--- config.mk ---
export PLATFORM = sky130hd
export DESIGN_NAME = display_scan_scheduler_flat
export DESIGN_NICKNAME = d
export VERILOG_FILES = /design/src/rtl/display_scan_scheduler_pkg.sv /design/src/rtl/display_scan_scheduler_if.sv /design/src/rtl/display_scan_scheduler_bcd_to_seg.sv /design/src/rtl/display_scan_scheduler.sv /design/src/flat_wrapper.sv
export SDC_FILE = /design/constraint.sdc
export NUM_CORES = 1
export LEC_CHECK = 0
export ABC_AREA = 1
export CELL_PAD_IN_SITES_DETAIL_PLACEMENT = 1
export CELL_PAD_IN_SITES_GLOBAL_PLACEMENT = 1
export CORE_MARGIN = 1
export CORE_UTILIZATION = 38
export CTS_BUF_LIST = sky130_fd_sc_hd__clkbuf_16
export CTS_CLUSTER_DIAMETER = 200
export DETAILED_ROUTE_END_ITERATION = 10
export DONT_BUFFER_PORTS = 1
export GPL_ROUTABILITY_DRIVEN = 0
export PLACE_DENSITY = 0.65
export RECOVER_POWER = 25
export SETUP_SLACK_MARGIN = 0.5
export SLEW_MARGIN = 30
export SYNTH_ARGS = -nofsm -noshare
export SYNTH_HDL_FRONTEND = slang
export SYNTH_SLANG_ARGS = --single-unit
export TNS_END_PERCENT = 10
--- constraint.sdc ---
create_clock -name in_clock -period 4.5 [get_ports in_clock]
set_input_delay 0.9 -clock in_clock [delete_from_list [all_inputs] [get_ports in_clock]]
set_output_delay 0.9 -clock in_clock [all_outputs]
set_load 0.05 [all_outputs]
--- src/rtl/display_scan_scheduler_pkg.sv ---
// Shared types and constants for the 7-segment scan scheduler: FSM states,
// active-low segment encodings and the per-digit anode select table.
package display_scan_scheduler_pkg;

  typedef enum logic [1:0] {
    IDLE  = 2'd0,
    ON    = 2'd1,
    BLANK = 2'd2
  } scan_state_e;

  localparam logic [7:0] SEG_BLANK = 8'hFF;

  // Active-low segment patterns, bit7 = dp (kept off)
  localparam logic [7:0] SEG_0 = 8'hC0;
  localparam logic [7:0] SEG_1 = 8'hF9;
  localparam logic [7:0] SEG_2 = 8'hA4;
  localparam logic [7:0] SEG_3 = 8'hB0;
  localparam logic [7:0] SEG_4 = 8'h99;
  localparam logic [7:0] SEG_5 = 8'h92;
  localparam logic [7:0] SEG_6 = 8'h82;
  localparam logic [7:0] SEG_7 = 8'hF8;
  localparam logic [7:0] SEG_8 = 8'h80;
  localparam logic [7:0] SEG_9 = 8'h90;

  localparam logic [3:0] AN_OFF = 4'hF;

  // Entry i has only bit i low
  localparam logic [3:0][3:0] AN_TABLE = {4'b0111, 4'b1011, 4'b1101, 4'b1110};

  localparam logic [1:0] FIRST_DIGIT = 2'd3;

endpackage

--- src/rtl/display_scan_scheduler_if.sv ---
// Panel-side bundle: BCD digits, enable and blink mask in; seg/an pins,
// current digit index and frame tick out.
interface display_scan_scheduler_if;

  logic       in_enable;
  logic [3:0] in_digit3;
  logic [3:0] in_digit2;
  logic [3:0] in_digit1;
  logic [3:0] in_digit0;
  logic [3:0] in_blink_mask;
  logic [7:0] out_seg;
  logic [3:0] out_an;
  logic [1:0] out_digit_index;
  logic       out_frame_tick;

  // Counter side driving the digits and consuming the display status
  modport master (
    output in_enable, in_digit3, in_digit2, in_digit1, in_digit0, in_blink_mask,
    input  out_seg, out_an, out_digit_index, out_frame_tick
  );

  // Scheduler side
  modport slave (
    input  in_enable, in_digit3, in_digit2, in_digit1, in_digit0, in_blink_mask,
    output out_seg, out_an, out_digit_index, out_frame_tick
  );

endinterface

--- src/rtl/display_scan_scheduler_bcd_to_seg.sv ---
// Combinational BCD to active-low 7-segment decoder; codes A-F show blank.
module bcd_to_seg
  import display_scan_scheduler_pkg::*;
(
  input  logic [3:0] bcd_i,
  output logic [7:0] seg_o
);

  always_comb begin
    seg_o = SEG_BLANK;
    case (bcd_i)
      4'd0:    seg_o = SEG_0;
      4'd1:    seg_o = SEG_1;
      4'd2:    seg_o = SEG_2;
      4'd3:    seg_o = SEG_3;
      4'd4:    seg_o = SEG_4;
      4'd5:    seg_o = SEG_5;
      4'd6:    seg_o = SEG_6;
      4'd7:    seg_o = SEG_7;
      4'd8:    seg_o = SEG_8;
      4'd9:    seg_o = SEG_9;
      default: seg_o = SEG_BLANK;
    endcase
  end

endmodule

--- src/rtl/display_scan_scheduler.sv ---
// Four-digit multiplexed 7-segment scan with dead-time blanking between digits.
// Optional adjust-mode blinking is built when DISPLAY_BLINK_EN is defined.
module display_scan_scheduler
  import display_scan_scheduler_pkg::*;
#(
  parameter int DIGIT_CYCLES = 100000,
  parameter int BLANK_CYCLES = 1000,
  parameter int BLINK_CYCLES = 25000000
) (
  input  logic                     in_clock,
  input  logic                     in_reset,
  display_scan_scheduler_if.slave  bus
);

  localparam int CNT_W = $clog2(DIGIT_CYCLES);
  localparam logic [CNT_W-1:0] ON_LAST   = CNT_W'(DIGIT_CYCLES - BLANK_CYCLES - 1);
  localparam logic [CNT_W-1:0] SLOT_LAST = CNT_W'(DIGIT_CYCLES - 1);

  scan_state_e      state_q, state_d;
  logic [CNT_W-1:0] cnt_q, cnt_d;
  logic [1:0]       idx_q, idx_d;
  logic [3:0]       digit_q, digit_d;
  logic [3:0]       an_q, an_d;
  logic [7:0]       seg_q, seg_d;
  logic             tick_q, tick_d;
  logic             enter_on;
  logic [3:0]       digit_in;
  logic [7:0]       seg_dec;
  logic             blink_hide;

  // Next state: slot counter runs 0..DIGIT_CYCLES-1 across ON then BLANK
  always_comb begin
    state_d  = state_q;
    cnt_d    = cnt_q;
    idx_d    = idx_q;
    enter_on = 1'b0;
    case (state_q)
      IDLE: begin
        cnt_d = '0;
        idx_d = FIRST_DIGIT;
        if (bus.in_enable) begin
          state_d  = ON;
          enter_on = 1'b1;
        end
      end
      ON: begin
        if (!bus.in_enable) begin
          state_d = IDLE;
          cnt_d   = '0;
          idx_d   = FIRST_DIGIT;
        end else begin
          cnt_d = cnt_q + 1'b1;
          if (cnt_q == ON_LAST) state_d = BLANK;
        end
      end
      BLANK: begin
        if (!bus.in_enable) begin
          state_d = IDLE;
          cnt_d   = '0;
          idx_d   = FIRST_DIGIT;
        end else if (cnt_q == SLOT_LAST) begin
          state_d  = ON;
          cnt_d    = '0;
          idx_d    = idx_q - 2'd1;
          enter_on = 1'b1;
        end else begin
          cnt_d = cnt_q + 1'b1;
        end
      end
      default: begin
        state_d = IDLE;
        cnt_d   = '0;
        idx_d   = FIRST_DIGIT;
      end
    endcase
  end

  always_comb begin
    digit_in = bus.in_digit3;
    case (idx_d)
      2'd0:    digit_in = bus.in_digit0;
      2'd1:    digit_in = bus.in_digit1;
      2'd2:    digit_in = bus.in_digit2;
      default: digit_in = bus.in_digit3;
    endcase
  end

  // Digit is captured only on the ON-entry edge and held for the whole slot
  assign digit_d = enter_on ? digit_in : digit_q;

  bcd_to_seg u_dec (
    .bcd_i (digit_d),
    .seg_o (seg_dec)
  );

`ifdef DISPLAY_BLINK_EN
  localparam int BLK_W = (BLINK_CYCLES > 1) ? $clog2(BLINK_CYCLES) : 1;
  localparam logic [BLK_W-1:0] BLINK_LAST = BLK_W'(BLINK_CYCLES - 1);

  logic [BLK_W-1:0] blink_cnt_q, blink_cnt_d;
  logic             phase_q, phase_d;

  always_comb begin
    blink_cnt_d = blink_cnt_q + 1'b1;
    phase_d     = phase_q;
    if (blink_cnt_q == BLINK_LAST) begin
      blink_cnt_d = '0;
      phase_d     = ~phase_q;
    end
  end

  always_ff @(posedge in_clock or posedge in_reset) begin
    if (in_reset) begin
      blink_cnt_q <= '0;
      phase_q     <= 1'b1;
    end else begin
      blink_cnt_q <= blink_cnt_d;
      phase_q     <= phase_d;
    end
  end

  assign blink_hide = ~phase_d & bus.in_blink_mask[idx_d];
`else
  localparam int blink_cycles_unused = BLINK_CYCLES;
  logic blink_mask_unused;
  assign blink_mask_unused = ^bus.in_blink_mask;
  assign blink_hide        = 1'b0;
`endif

  // Outputs are computed from next state so they move on the transition edge
  always_comb begin
    an_d   = AN_OFF;
    seg_d  = SEG_BLANK;
    tick_d = enter_on && (idx_d == FIRST_DIGIT);
    if (state_d == ON) begin
      an_d  = AN_TABLE[idx_d];
      seg_d = blink_hide ? SEG_BLANK : seg_dec;
    end
  end

  always_ff @(posedge in_clock or posedge in_reset) begin
    if (in_reset) begin
      state_q <= IDLE;
      cnt_q   <= '0;
      idx_q   <= FIRST_DIGIT;
      an_q    <= AN_OFF;
      seg_q   <= SEG_BLANK;
      tick_q  <= 1'b0;
    end else begin
      state_q <= state_d;
      cnt_q   <= cnt_d;
      idx_q   <= idx_d;
      an_q    <= an_d;
      seg_q   <= seg_d;
      tick_q  <= tick_d;
    end
  end

  always_ff @(posedge in_clock) begin
    digit_q <= digit_d;
  end

  assign bus.out_an          = an_q;
  assign bus.out_seg         = seg_q;
  assign bus.out_digit_index = idx_q;
  assign bus.out_frame_tick  = tick_q;

endmodule

--- src/flat_wrapper.sv ---
// flat-port wrapper written by rule: the top's interface ports become plain ports
module display_scan_scheduler_flat import display_scan_scheduler_pkg::*;
#(
  parameter int DIGIT_CYCLES = 100000,
  parameter int BLANK_CYCLES = 1000,
  parameter int BLINK_CYCLES = 25000000
)
  (in_clock, in_reset, bus_in_enable, bus_in_digit3, bus_in_digit2, bus_in_digit1, bus_in_digit0, bus_in_blink_mask, bus_out_seg, bus_out_an, bus_out_digit_index, bus_out_frame_tick);
  display_scan_scheduler_if bus_i ();
  input  logic in_clock;
  input  logic in_reset;
  input wire logic [$bits(bus_i.in_enable)-1:0] bus_in_enable;
  input wire logic [$bits(bus_i.in_digit3)-1:0] bus_in_digit3;
  input wire logic [$bits(bus_i.in_digit2)-1:0] bus_in_digit2;
  input wire logic [$bits(bus_i.in_digit1)-1:0] bus_in_digit1;
  input wire logic [$bits(bus_i.in_digit0)-1:0] bus_in_digit0;
  input wire logic [$bits(bus_i.in_blink_mask)-1:0] bus_in_blink_mask;
  output wire logic [$bits(bus_i.out_seg)-1:0] bus_out_seg;
  output wire logic [$bits(bus_i.out_an)-1:0] bus_out_an;
  output wire logic [$bits(bus_i.out_digit_index)-1:0] bus_out_digit_index;
  output wire logic [$bits(bus_i.out_frame_tick)-1:0] bus_out_frame_tick;
  assign bus_i.in_enable = bus_in_enable;
  assign bus_i.in_digit3 = bus_in_digit3;
  assign bus_i.in_digit2 = bus_in_digit2;
  assign bus_i.in_digit1 = bus_in_digit1;
  assign bus_i.in_digit0 = bus_in_digit0;
  assign bus_i.in_blink_mask = bus_in_blink_mask;
  assign bus_out_seg = bus_i.out_seg;
  assign bus_out_an = bus_i.out_an;
  assign bus_out_digit_index = bus_i.out_digit_index;
  assign bus_out_frame_tick = bus_i.out_frame_tick;
  display_scan_scheduler #(.DIGIT_CYCLES(DIGIT_CYCLES), .BLANK_CYCLES(BLANK_CYCLES), .BLINK_CYCLES(BLINK_CYCLES)) u_core (.in_clock(in_clock), .in_reset(in_reset), .bus(bus_i));
endmodule
==> flow_metrics.py <==
metrics = {
    "power_and_ir_drop": {
        "peakVddDrop_mv": 0.311,
        "powerDensity_nw_per_um2": 689,
        "clockPowerShare": 0.221,
        "cellLeakagePower_nw": 1.10,
        "p_int_mw": 0.921,
        "p_comb_frac": 0.412,
        "sw_frac_of_total": 0.471,
        "switching_power_mw": 0.821,
        "pwr-share-seq": 0.366,
    },
    "worst_setup_path": {
        "startpoint_type": "flip-flop",
        "path_max_fanout": 6,
        "worst_ep_arrival_time_ns": 3.18,
        "critPathCaptureType": "flip-flop",
        "worstSetupPathType": "reg2reg",
        "critPathRequiredTime_ns": 4.69,
    },
    "logic_synthesis": {
        "synth_compound_area_frac": 0.0925,
        "yosysWarnings": 0,
        "synth.distinct_cells": 40,
        "async_flop_share": 0.892,
        "yosysTopAreaCell": "dfrtp_1",
        "synth_fa_ha_area_frac": 0.0547,
        "synth_edf_count": 0,
        "synthMuxAreaShare": 0,
        "synth_top_area_frac": 0.219,
        "synth-simple-area-share": 0.351,
        "synth_cells": 272,
        "synth-xor-area-share": 0.0191,
        "synth_area_per_cell_um2": 8.41,
        "synth_area_um2": 2290,
        "ys_seq_elements": 37,
        "ys.flop_type": "dfrtp_1",
        "synth_top_family_by_area": "simple AND/OR/NAND/NOR gates",
        "syn-num-nets": 305,
        "seq_area_frac_synth": 0.403,
        "netlist_top_cells_area": "dfrtp_1 (22%), dfstp_2 (15%), nand2_1 (7.7%)",
    },
    "routing": {
        "antenna_left": 0,
        "viasPerCell": 4.85,
        "wl_per_cell_um": 14.0,
        "first_pass_iters": 4,
        "drt_iter0_drc": 44,
        "drc": 0,
        "drt_wl_total_mm": 4.91,
        "vias": 1699,
    },
    "clocking": {
        "clk_pin_slew_ns": 0.06,
        "cts_tree": "done",
        "cts.path.max_buffers": 2,
        "cts_setup_buffers": 0,
        "worstSkewPairLatency_ns": 0.28,
        "cts_resized": 0,
        "root_buffer": "clkbuf_16",
        "cts_buffers": 5,
        "postCtsHoldBufs": 0,
        "cts_num_sinks": 37,
        "cts_max_level": 2,
    },
    "global_route": {
        "grt_max_degree": 34,
        "grt_pass1_wl_mm": 8.54,
        "grt_overflow_total": 0,
        "grt_pass1_vias": 1846,
        "antenna_found_initial": 0,
        "grt_usage": 0.173,
    },
    "timing": {
        "worst_slew_pin_slew_ns": 1.87,
        "finalSetupTns_ns": 0,
        "skew_ns": 0.00519,
        "setup_viol": 0,
        "hold_violations": 0,
        "layout_min_cycle_time_ns": 2.99,
        "drv_slew": 34,
        "fmax_mhz": 335,
        "final.period_utilization": 0.664,
        "rsz0062_at_grt": "no",
        "max_slew_margin": -0.244,
    },
    "cells_and_area": {
        "final_net_count": 310,
        "layout-drive-gt1-share": 0.255,
        "n_fill_cell": 665,
        "antenna_cells": 0,
        "regArea_um2": 922,
        "fin_area_um2": 2530,
        "syn2layout_area_growth_pct": 10.5,
        "multi_input_comb_area_um2": 1190,
    },
    "floorplan": {
        "core_um2": 5640,
        "fp-row-count": 27,
        "ios": 38,
        "die_x_um": 79.6,
        "die_area_um2": 6330,
        "die_h_um": 79.6,
        "initial_core_util": 0.405,
    },
    "placement": {
        "hpwl_mm": 3.81,
        "io_buffers": 0,
        "dpl_cell_area_um2": 2370,
    },
    "job": {
        "max-cap-violations": 1,
    },
    "status": {
        "failed_checks": "max-capacitance violations, max-slew violations",
        "status": "finished with violations",
    },
    "hold_path": {
        "hp-class": "reg2reg",
    },
}
==> cell usage after synthesis (3+ instances only) <==
master / number
nand2_1: 47
inv_1: 33
nor2_1: 26
dfrtp_1: 20
nand3_1: 19
a21oi_1: 13
dfstp_2: 13
ha_1: 10
inv_2: 8
nand3_2: 8
nand2_2: 7
nor3_1: 7
nand4_1: 5
nor2_2: 5
o21ai_0: 5
dfxtp_1: 4
nand2_4: 4
o21ai_2: 4
nand2_8: 3
o21ai_1: 3
or2_2: 3
xor2_1: 3
==> metal layers <==
metal	routed length [um]	track usage	share of wire
met1	2230	0.206	0.45
met5	0	0	0
met2	2600	0.321	0.53
met3	55	0.0274	0.011
met4	24	0.0382	0.0049
==> worst paths after layout <==
check                                      from                    end  slack (ns)  cells past startpoint
max in group asynchronous              in_reset       u_core.cnt_q[12]        2.25                      2
worst min-delay path            u_core.cnt_q[0]        u_core.cnt_q[0]        0.45                      1
min in group asynchronous              in_reset      u_core.state_q[1]        1.18                      2
worst min register to register  u_core.cnt_q[0]        u_core.cnt_q[0]        0.45                      1
worst max-delay path            u_core.cnt_q[0]  u_core.bus.out_seg[3]        1.51                     16
worst max register to register  u_core.cnt_q[0]  u_core.bus.out_seg[3]        1.51                     16
==> stage by stage <==
| step | total power, mW | util | worst slack (ns) | instances | hold slack (ns) |
|---|---|---|---|---|---|
| after floorplan | 1.24 | - | 1.77 | 272 | 0.424 |
| after global placement | 1.35 | 0.419 | 1.35 | 342 | 0.447 |
| after detailed placement | 1.37 | 0.419 | 1.33 | 342 | 0.452 |
| after CTS | 1.77 | 0.449 | 1.46 | 350 | 0.460 |
| after global routing | 1.87 | 0.448 | 1.10 | 350 | 0.484 |
| final | 1.74 | 0.448 | 1.51 | 350 | 0.454 |
==> cell usage in the layout (no fill, tap or decap), types with 5 or more instances in the layout <==
cell	instances
dfrtp_1	20
clkbuf_16	6
nand2_2	7
nand4_1	5
a21oi_1	13
nand3_1	19
inv_1	33
nand2_1	47
nor3_1	7
nand3_2	8
nor2_2	5
dfstp_2	13
nor2_1	26
ha_1	10
inv_2	8
o21ai_0	5
==> logic make-up (layout without fill, tap and decap cells) <==
family / count (synthesis) / in the layout
and+or+nand+nor: 142 / 142
buffers and inverters: 45 / 51
DFF: 37 / 37
AOI/OAI and AO/OA: 32 / 32
adders and majority gates: 10 / 10
xor gates and xnor gates: 5 / 5
other: 1 / 1
==> registers in the layout (all words and copies together), names as in the netlist <==
register                    count
u_core.bus.out_frame_tick       1
u_core.digit_q                  4
u_core.state_q                  2
u_core.cnt_q                   17
u_core.bus.out_seg              7
u_core.bus.out_digit_index      2
u_core.bus.out_an               4
==> power groups by stage <==
| stage | combinational [mW] | sequential, mW | clock [mW] |
|---|---|---|---|
| 4_1_cts | 0.729 | 0.641 | 0.397 |
| 3_5_place_dp | 0.728 | 0.645 | 0 |
| 2_1_floorplan | 0.604 | 0.632 | 0 |
| 6_report | 0.718 | 0.638 | 0.385 |
| 5_1_grt | 0.813 | 0.646 | 0.412 |
| 3_3_place_gp | 0.710 | 0.644 | 0 |
==> worst max-delay path, cell delays in order, from the launching register on <==
cell	delay [ns]
dfrtp_1	0.36
ha_1	0.20
nand3_1	0.15
nor2_4	0.18
nand3_1	0.11
nand2_2	0.10
nand3_4	0.11
a21oi_1	0.26
nor2_1	0.10
nand2_1	0.07
nand3_1	0.08
a21oi_1	0.41
inv_1	0.16
ha_1	0.22
nand3b_1	0.19
nand3_1	0.13
nand3_2	0.07
==> final cells by class <==
cell class,count,area share
clock buffers,6,0.0594
clock inverters,2,0.00594
inverters,42,0.0634
multi-input cells,190,0.469
flip-flops and latches,37,0.365
well taps,72,0.0356
repair buffers,1,0.00149
Power figures use the tool's default switching activity.
